--- config.mk ---
export PLATFORM = sky130hd
export DESIGN_NAME = axicb_mst_switch_wr_flat
export DESIGN_NICKNAME = d
export VERILOG_FILES = /design/src/rtl/axicb_mst_switch_wr_if.sv /design/src/rtl/axicb_mst_switch_wr.sv /design/src/flat_wrapper.sv
export SDC_FILE = /design/constraint.sdc
export NUM_CORES = 1
export LEC_CHECK = 0
export BUFFER_PORTS_ARGS = -buffer_cell sky130_fd_sc_hd__buf_2
export CAP_MARGIN = 10
export CORE_MARGIN = 8
export CORE_UTILIZATION = 40
export DETAILED_ROUTE_END_ITERATION = 12
export PLACE_DENSITY = 0.8
export REMOVE_ABC_BUFFERS = 1
export SLEW_MARGIN = 20
export SYNTH_ARGS = -nofsm -noshare
export SYNTH_HDL_FRONTEND = slang
export SYNTH_SLANG_ARGS = --single-unit
--- constraint.sdc ---
create_clock -name aclk -period 5 [get_ports aclk]
set_input_delay 0 -clock aclk [delete_from_list [all_inputs] [get_ports aclk]]
set_output_delay 0 -clock aclk [all_outputs]
set_load 0.02 [all_outputs]
--- src/rtl/axicb_mst_switch_wr_if.sv ---
// axicb_mst_switch_wr_if: bundled upstream-port and slave-side AW/W/B signals of the write switch
interface axicb_mst_switch_wr_if #(
    parameter int MST_NB = 4,
    parameter int AWCH_W = 8,
    parameter int WCH_W  = 8,
    parameter int BCH_W  = 8
);
    logic [MST_NB-1:0]        i_awvalid;
    logic [MST_NB-1:0]        i_awready;
    logic [MST_NB*AWCH_W-1:0] i_awch;
    logic [MST_NB-1:0]        i_wvalid;
    logic [MST_NB-1:0]        i_wready;
    logic [MST_NB-1:0]        i_wlast;
    logic [MST_NB*WCH_W-1:0]  i_wch;
    logic [MST_NB-1:0]        i_bvalid;
    logic [MST_NB-1:0]        i_bready;
    logic [BCH_W-1:0]         i_bch;
    logic                     o_awvalid;
    logic                     o_awready;
    logic [AWCH_W-1:0]        o_awch;
    logic                     o_wvalid;
    logic                     o_wready;
    logic                     o_wlast;
    logic [WCH_W-1:0]         o_wch;
    logic                     o_bvalid;
    logic                     o_bready;
    logic [BCH_W-1:0]         o_bch;
    modport master (
        input  i_awvalid, i_awch, i_wvalid, i_wlast, i_wch, i_bready,
        input  o_awready, o_wready, o_bvalid, o_bch,
        output i_awready, i_wready, i_bvalid, i_bch,
        output o_awvalid, o_awch, o_wvalid, o_wlast, o_wch, o_bready
    );
    modport slave (
        output i_awvalid, i_awch, i_wvalid, i_wlast, i_wch, i_bready,
        output o_awready, o_wready, o_bvalid, o_bch,
        input  i_awready, i_wready, i_bvalid, i_bch,
        input  o_awvalid, o_awch, o_wvalid, o_wlast, o_wch, o_bready
    );
endinterface

--- src/rtl/axicb_mst_switch_wr.sv ---
// axicb_mst_switch_wr: round-robin AW arbiter with in-order W and B routing through grant-order FIFOs
module axicb_mst_switch_wr #(
    parameter int MST_NB      = 4,
    parameter int AWCH_W      = 8,
    parameter int WCH_W       = 8,
    parameter int BCH_W       = 8,
    parameter int OSTDREQ_NUM = 4
) (
    input logic aclk,
    input logic aresetn,
    axicb_mst_switch_wr_if.master bus
);
    localparam int IW = $clog2(MST_NB);
    localparam int QW = $clog2(OSTDREQ_NUM);
    logic          live, lock, en, full, aw_hs, w_pop, b_pop, w_any, b_any;
    logic [IW-1:0] ptr, lgnt, arb, g, j, h, b;
    logic [IW-1:0] wq [OSTDREQ_NUM];
    logic [IW-1:0] bq [OSTDREQ_NUM];
    logic [QW-1:0] wwp, wrp, bwp, brp;
    logic [QW:0]   wcnt, bcnt;
    assign en    = aresetn & live;
    assign full  = (wcnt == (QW+1)'(OSTDREQ_NUM)) | (bcnt == (QW+1)'(OSTDREQ_NUM));
    // Round-robin search from ptr upward with wrap; scanning downward lets the nearest requester win
    always_comb begin
        arb = ptr;
        j   = ptr;
        for (int i = MST_NB - 1; i >= 0; i--) begin
            j = IW'((int'(ptr) + i) % MST_NB);
            if (bus.i_awvalid[j]) arb = j;
        end
    end
    assign g             = lock ? lgnt : arb;
    assign bus.o_awvalid = en & ~full & bus.i_awvalid[g];
    assign bus.o_awch    = bus.i_awch[g*AWCH_W +: AWCH_W];
    assign bus.i_awready = bus.o_awvalid ? MST_NB'(bus.o_awready) << g : '0;
    assign aw_hs         = bus.o_awvalid & bus.o_awready;
    assign h             = wq[wrp];
    assign w_any         = en & (wcnt != '0);
    assign bus.o_wvalid  = w_any & bus.i_wvalid[h];
    assign bus.o_wlast   = bus.i_wlast[h];
    assign bus.o_wch     = bus.i_wch[h*WCH_W +: WCH_W];
    assign bus.i_wready  = w_any ? MST_NB'(bus.o_wready) << h : '0;
    assign w_pop         = bus.o_wvalid & bus.o_wready & bus.o_wlast;
    assign b             = bq[brp];
    assign b_any         = en & (bcnt != '0);
    assign bus.i_bvalid  = b_any ? MST_NB'(bus.o_bvalid) << b : '0;
    assign bus.o_bready  = b_any & bus.i_bready[b];
    assign bus.i_bch     = bus.o_bch;
    assign b_pop         = bus.o_bvalid & bus.o_bready;
    // Arbiter state: hold the grant while the slave stalls, advance the pointer past the winner on handshake
    always_ff @(posedge aclk) begin
        if (!aresetn) begin
            live <= 1'b0;
            lock <= 1'b0;
            ptr  <= '0;
            lgnt <= '0;
        end else begin
            live <= 1'b1;
            if (aw_hs) begin
                lock <= 1'b0;
                ptr  <= (g == IW'(MST_NB - 1)) ? '0 : g + 1'b1;
            end else if (bus.o_awvalid) begin
                lock <= 1'b1;
                lgnt <= g;
            end
        end
    end
    // Order FIFO pointers and occupancy; a push and pop together leave the count unchanged
    always_ff @(posedge aclk) begin
        if (!aresetn) begin
            wwp  <= '0;
            wrp  <= '0;
            bwp  <= '0;
            brp  <= '0;
            wcnt <= '0;
            bcnt <= '0;
        end else begin
            wwp  <= wwp + QW'(aw_hs);
            bwp  <= bwp + QW'(aw_hs);
            wrp  <= wrp + QW'(w_pop);
            brp  <= brp + QW'(b_pop);
            wcnt <= wcnt + (QW+1)'(aw_hs) - (QW+1)'(w_pop);
            bcnt <= bcnt + (QW+1)'(aw_hs) - (QW+1)'(b_pop);
        end
    end
    // Order FIFO storage: record the granted port for both the W and B paths
    always_ff @(posedge aclk) begin
        if (aw_hs) begin
            wq[wwp] <= g;
            bq[bwp] <= g;
        end
    end
endmodule

--- src/flat_wrapper.sv ---
// flat-port wrapper written by rule: the top's interface ports become plain ports
module axicb_mst_switch_wr_flat 
#(
    parameter int MST_NB      = 4,
    parameter int AWCH_W      = 8,
    parameter int WCH_W       = 8,
    parameter int BCH_W       = 8,
    parameter int OSTDREQ_NUM = 4
)
  (aclk, aresetn, bus_i_awvalid, bus_i_awch, bus_i_wvalid, bus_i_wlast, bus_i_wch, bus_i_bready, bus_o_awready, bus_o_wready, bus_o_bvalid, bus_o_bch, bus_i_awready, bus_i_wready, bus_i_bvalid, bus_i_bch, bus_o_awvalid, bus_o_awch, bus_o_wvalid, bus_o_wlast, bus_o_wch, bus_o_bready);
  axicb_mst_switch_wr_if #(.MST_NB(MST_NB), .AWCH_W(AWCH_W), .WCH_W(WCH_W), .BCH_W(BCH_W)) bus_i ();
  input logic aclk;
  input logic aresetn;
  input wire logic [$bits(bus_i.i_awvalid)-1:0] bus_i_awvalid;
  input wire logic [$bits(bus_i.i_awch)-1:0] bus_i_awch;
  input wire logic [$bits(bus_i.i_wvalid)-1:0] bus_i_wvalid;
  input wire logic [$bits(bus_i.i_wlast)-1:0] bus_i_wlast;
  input wire logic [$bits(bus_i.i_wch)-1:0] bus_i_wch;
  input wire logic [$bits(bus_i.i_bready)-1:0] bus_i_bready;
  input wire logic [$bits(bus_i.o_awready)-1:0] bus_o_awready;
  input wire logic [$bits(bus_i.o_wready)-1:0] bus_o_wready;
  input wire logic [$bits(bus_i.o_bvalid)-1:0] bus_o_bvalid;
  input wire logic [$bits(bus_i.o_bch)-1:0] bus_o_bch;
  output wire logic [$bits(bus_i.i_awready)-1:0] bus_i_awready;
  output wire logic [$bits(bus_i.i_wready)-1:0] bus_i_wready;
  output wire logic [$bits(bus_i.i_bvalid)-1:0] bus_i_bvalid;
  output wire logic [$bits(bus_i.i_bch)-1:0] bus_i_bch;
  output wire logic [$bits(bus_i.o_awvalid)-1:0] bus_o_awvalid;
  output wire logic [$bits(bus_i.o_awch)-1:0] bus_o_awch;
  output wire logic [$bits(bus_i.o_wvalid)-1:0] bus_o_wvalid;
  output wire logic [$bits(bus_i.o_wlast)-1:0] bus_o_wlast;
  output wire logic [$bits(bus_i.o_wch)-1:0] bus_o_wch;
  output wire logic [$bits(bus_i.o_bready)-1:0] bus_o_bready;
  assign bus_i.i_awvalid = bus_i_awvalid;
  assign bus_i.i_awch = bus_i_awch;
  assign bus_i.i_wvalid = bus_i_wvalid;
  assign bus_i.i_wlast = bus_i_wlast;
  assign bus_i.i_wch = bus_i_wch;
  assign bus_i.i_bready = bus_i_bready;
  assign bus_i.o_awready = bus_o_awready;
  assign bus_i.o_wready = bus_o_wready;
  assign bus_i.o_bvalid = bus_o_bvalid;
  assign bus_i.o_bch = bus_o_bch;
  assign bus_i_awready = bus_i.i_awready;
  assign bus_i_wready = bus_i.i_wready;
  assign bus_i_bvalid = bus_i.i_bvalid;
  assign bus_i_bch = bus_i.i_bch;
  assign bus_o_awvalid = bus_i.o_awvalid;
  assign bus_o_awch = bus_i.o_awch;
  assign bus_o_wvalid = bus_i.o_wvalid;
  assign bus_o_wlast = bus_i.o_wlast;
  assign bus_o_wch = bus_i.o_wch;
  assign bus_o_bready = bus_i.o_bready;
  axicb_mst_switch_wr #(.MST_NB(MST_NB), .AWCH_W(AWCH_W), .WCH_W(WCH_W), .BCH_W(BCH_W), .OSTDREQ_NUM(OSTDREQ_NUM)) u_core (.aclk(aclk), .aresetn(aresetn), .bus(bus_i));
endmodule
==> flow_summary.toml <==
[synth]
synth-edff-count = 16
syn_area_um2 = 2400
async_reset_ff_share_pct = 0
synth_seq_area_share_pct = 36.7
ys_types = 41
ys_ff_latch = 36
yosys_warnings = 0
synth_top_flop_cell = "dfxtp_1"
syn_inst = 221
synth_area_per_cell_um2 = 10.9

[cts]
clk_latency_ns = 0.29
cts_buffers = 5
numClockSinks = 36
clockBufferDepth = 2
clk_pin_slew_ns = 0.08
hold_buffers = 0
cts_setup_buffers = 0
htree_levels = 2
cts_tree = "done"
cts_resized = 0
cts-root-buf = "clkbuf_8"

[timing]
hold_viol = 0
clock-skew-final_ns = 0.0107
final-max-slew-violation-count = 0
setup_viol = 0
final.setup.tns_ns = 0
fin_crit_sh_pct = 72.9
post-route-min-period_ns = 3.64
setup_ws_ns = 1.36
maxSlewHeadroom_pct = 50.4
timing.hold.ws_ns = 0.000148
rsz0062_at_grt = "false"
fmax_mhz = 274
tightest_slew_ns = 0.744

[power]
finalPower_mw = 0.731
vdd_drop_max_mv = 0.161
power.density_nw_per_um2 = 238
power_leakage_nw = 1.44

[placed_design]
dp_slack_ns = 1.00
dp_cells = 397
placed_area_um2 = 2990
hpwlAfterDp_um = 5190
port_buffers = 116
place.gp.congestion = 0.924

[worst_setup_path]
required_ns = 5.18
crit_path_max_fanout = 22
path_class = "reg -> reg"
cp-start-kind = "register"
cp.arrival_ns = 3.82
worstSetupEndpointType = "register"

[floorplanning]
core_area_um2 = 5850
die_h_um = 93.5
die_area_um2 = 8740
pin_count = 133
initial_utilization_pct = 41.1
rows = 28
fp.dieW_um = 93.5

[route]
route.detailed.drc = 0
wire_per_inst_um = 15.3
vias = 2089
antenna_left = 0
routed_via_density = 5.16
dr.pass1.iters = 4
wl_um = 6220
drt_iter0_drc = 104

[hold_path]
holdCritPathClass = "in -> out"

[grt]
grt_pass1_vias = 2186
antenna_found_initial = 0
grt_pass1_wl_um = 9960
track_usage_pct = 14.2
grt_overflow_total = 0
grt_max_degree = 29

[final_layout]
design_area_um2 = 3080
drive_above_1_share_pct = 47.3
fin_util_pct = 52.6
synthToLayoutAreaGrowth_pct = 28.0
stdcell_count = 405
n_antenna_cell = 0
nets = 432

[outcome]
status = "complete, no violations"

[run]
cap_violations = 0
state kept, by name, summed over array words and instances (netlist names), 2 cells and up:
name and cells:
u_core.wrp 2, u_core.wwp 2, u_core.bwp 2, u_core.bcnt 3, u_core.bq 8, u_core.lgnt 2, u_core.wcnt 3, u_core.brp 2
u_core.wq 8, u_core.ptr 2
cell usage after synthesis (2+ instances only):
cell | instances | area [µm²]
dfxtp_1 | 20 | 400
nand2_1 | 17 | 63.8
and2_1 | 16 | 100
edfxtp_1 | 16 | 480
mux4_2 | 15 | 338
nor2_1 | 15 | 56.3
mux2i_1 | 12 | 120
buf_4 | 9 | 67.6
inv_1 | 9 | 33.8
o21ai_0 | 9 | 45.0
ha_1 | 8 | 100
mux2_2 | 8 | 90.1
nor3_1 | 8 | 40.0
clkbuf_1 | 5 | 18.8
xnor2_1 | 5 | 43.8
and3_1 | 4 | 25.0
nor2b_1 | 4 | 25.0
nor3b_1 | 4 | 30.0
xor2_1 | 4 | 35.0
inv_2 | 3 | 11.3
nand3_1 | 3 | 15.0
nor4_1 | 3 | 18.8
a221oi_1 | 2 | 17.5
buf_2 | 2 | 10.0
fa_1 | 2 | 40.0
nand2b_1 | 2 | 12.5
o22ai_1 | 2 | 12.5
cells by family after synthesis:
group	after synthesis	synth area share (%)
AND/OR/NAND/NOR	79	17.3
multiplexers	35	22.8
XOR/XNOR	9	3.28
AO/OA/AOI/OAI	24	8.23
buffers and inverters	28	5.89
flip-flops	36	36.7
adder cells (fa/ha/maj)	10	5.83
routing by layer:
metal	track usage (%)	wire length (µm)	part of all wire (%)	up-vias
met5	0	0	0	-
met4	4.83	66	1.1	0
met3	9.29	1030	17	7
met2	23.4	2740	44	125
met1	14.1	2380	38	943
li1	-	-	-	1014
worst max-delay path, stage by stage (launching register included):
cell and delay (ns):
dfxtp_1 0.37, nand2b_1 0.17, a221oi_1 0.25, a2111oi_1 0.11
nor2_2 0.62, inv_2 0.25, o211ai_4 0.41, ha_1 0.30
inv_1 0.06, ha_1 0.13, inv_1 0.05, fa_1 0.39
xnor2_1 0.15, xnor2_1 0.12, and2_1 0.16
placed cells by master, fill, tap and decap left out, types with 2 or more instances in the layout:
cell | netlist | final
a221oi_1 | 2 | 2
and2_1 | 16 | 16
and3_1 | 4 | 4
buf_2 | 2 | 116
clkbuf_1 | 5 | 2
clkbuf_8 | 0 | 5
dfxtp_1 | 20 | 20
edfxtp_1 | 16 | 16
fa_1 | 2 | 2
ha_1 | 8 | 8
inv_1 | 9 | 9
inv_2 | 3 | 3
mux2_2 | 8 | 8
mux2i_1 | 12 | 12
mux4_2 | 15 | 15
nand2_1 | 17 | 17
nand2b_1 | 2 | 2
nand3_1 | 3 | 3
nor2_1 | 15 | 14
nor2b_1 | 4 | 4
nor3_1 | 8 | 8
nor3b_1 | 4 | 4
nor4_1 | 3 | 3
o21ai_0 | 9 | 9
o22ai_1 | 2 | 2
xnor2_1 | 5 | 5
xor2_1 | 4 | 4
where the power goes:
part / internal, mW / switching [mW] / total, mW
clock: 0.0994 / 0.102 / 0.202
combinational: 0.0915 / 0.110 / 0.201
sequential: 0.319 / 0.00847 / 0.327
final timing paths:
path,start,to,slack (ns),cells after the start
min,bus_o_bch[0],bus_i_bch[0],0.0001,0
max,u_core.ptr[1],u_core.bcnt[2],1.36,14
max reg2reg,u_core.ptr[1],u_core.bcnt[2],1.36,14
min reg2reg,u_core.lgnt[1],u_core.lgnt[1],0.51,2
layout make-up:
class | instances | area [µm²]
sequential | 36 | 881
timing repair buffer | 117 | 588
clock buffer | 7 | 76.3
multi-input combinational | 157 | 1380
inverter | 12 | 45.0
tap | 75 | 93.8
fill | 521 | 2780
clock inverter | 1 | 8.76
(Power assumes the default switching activity.)
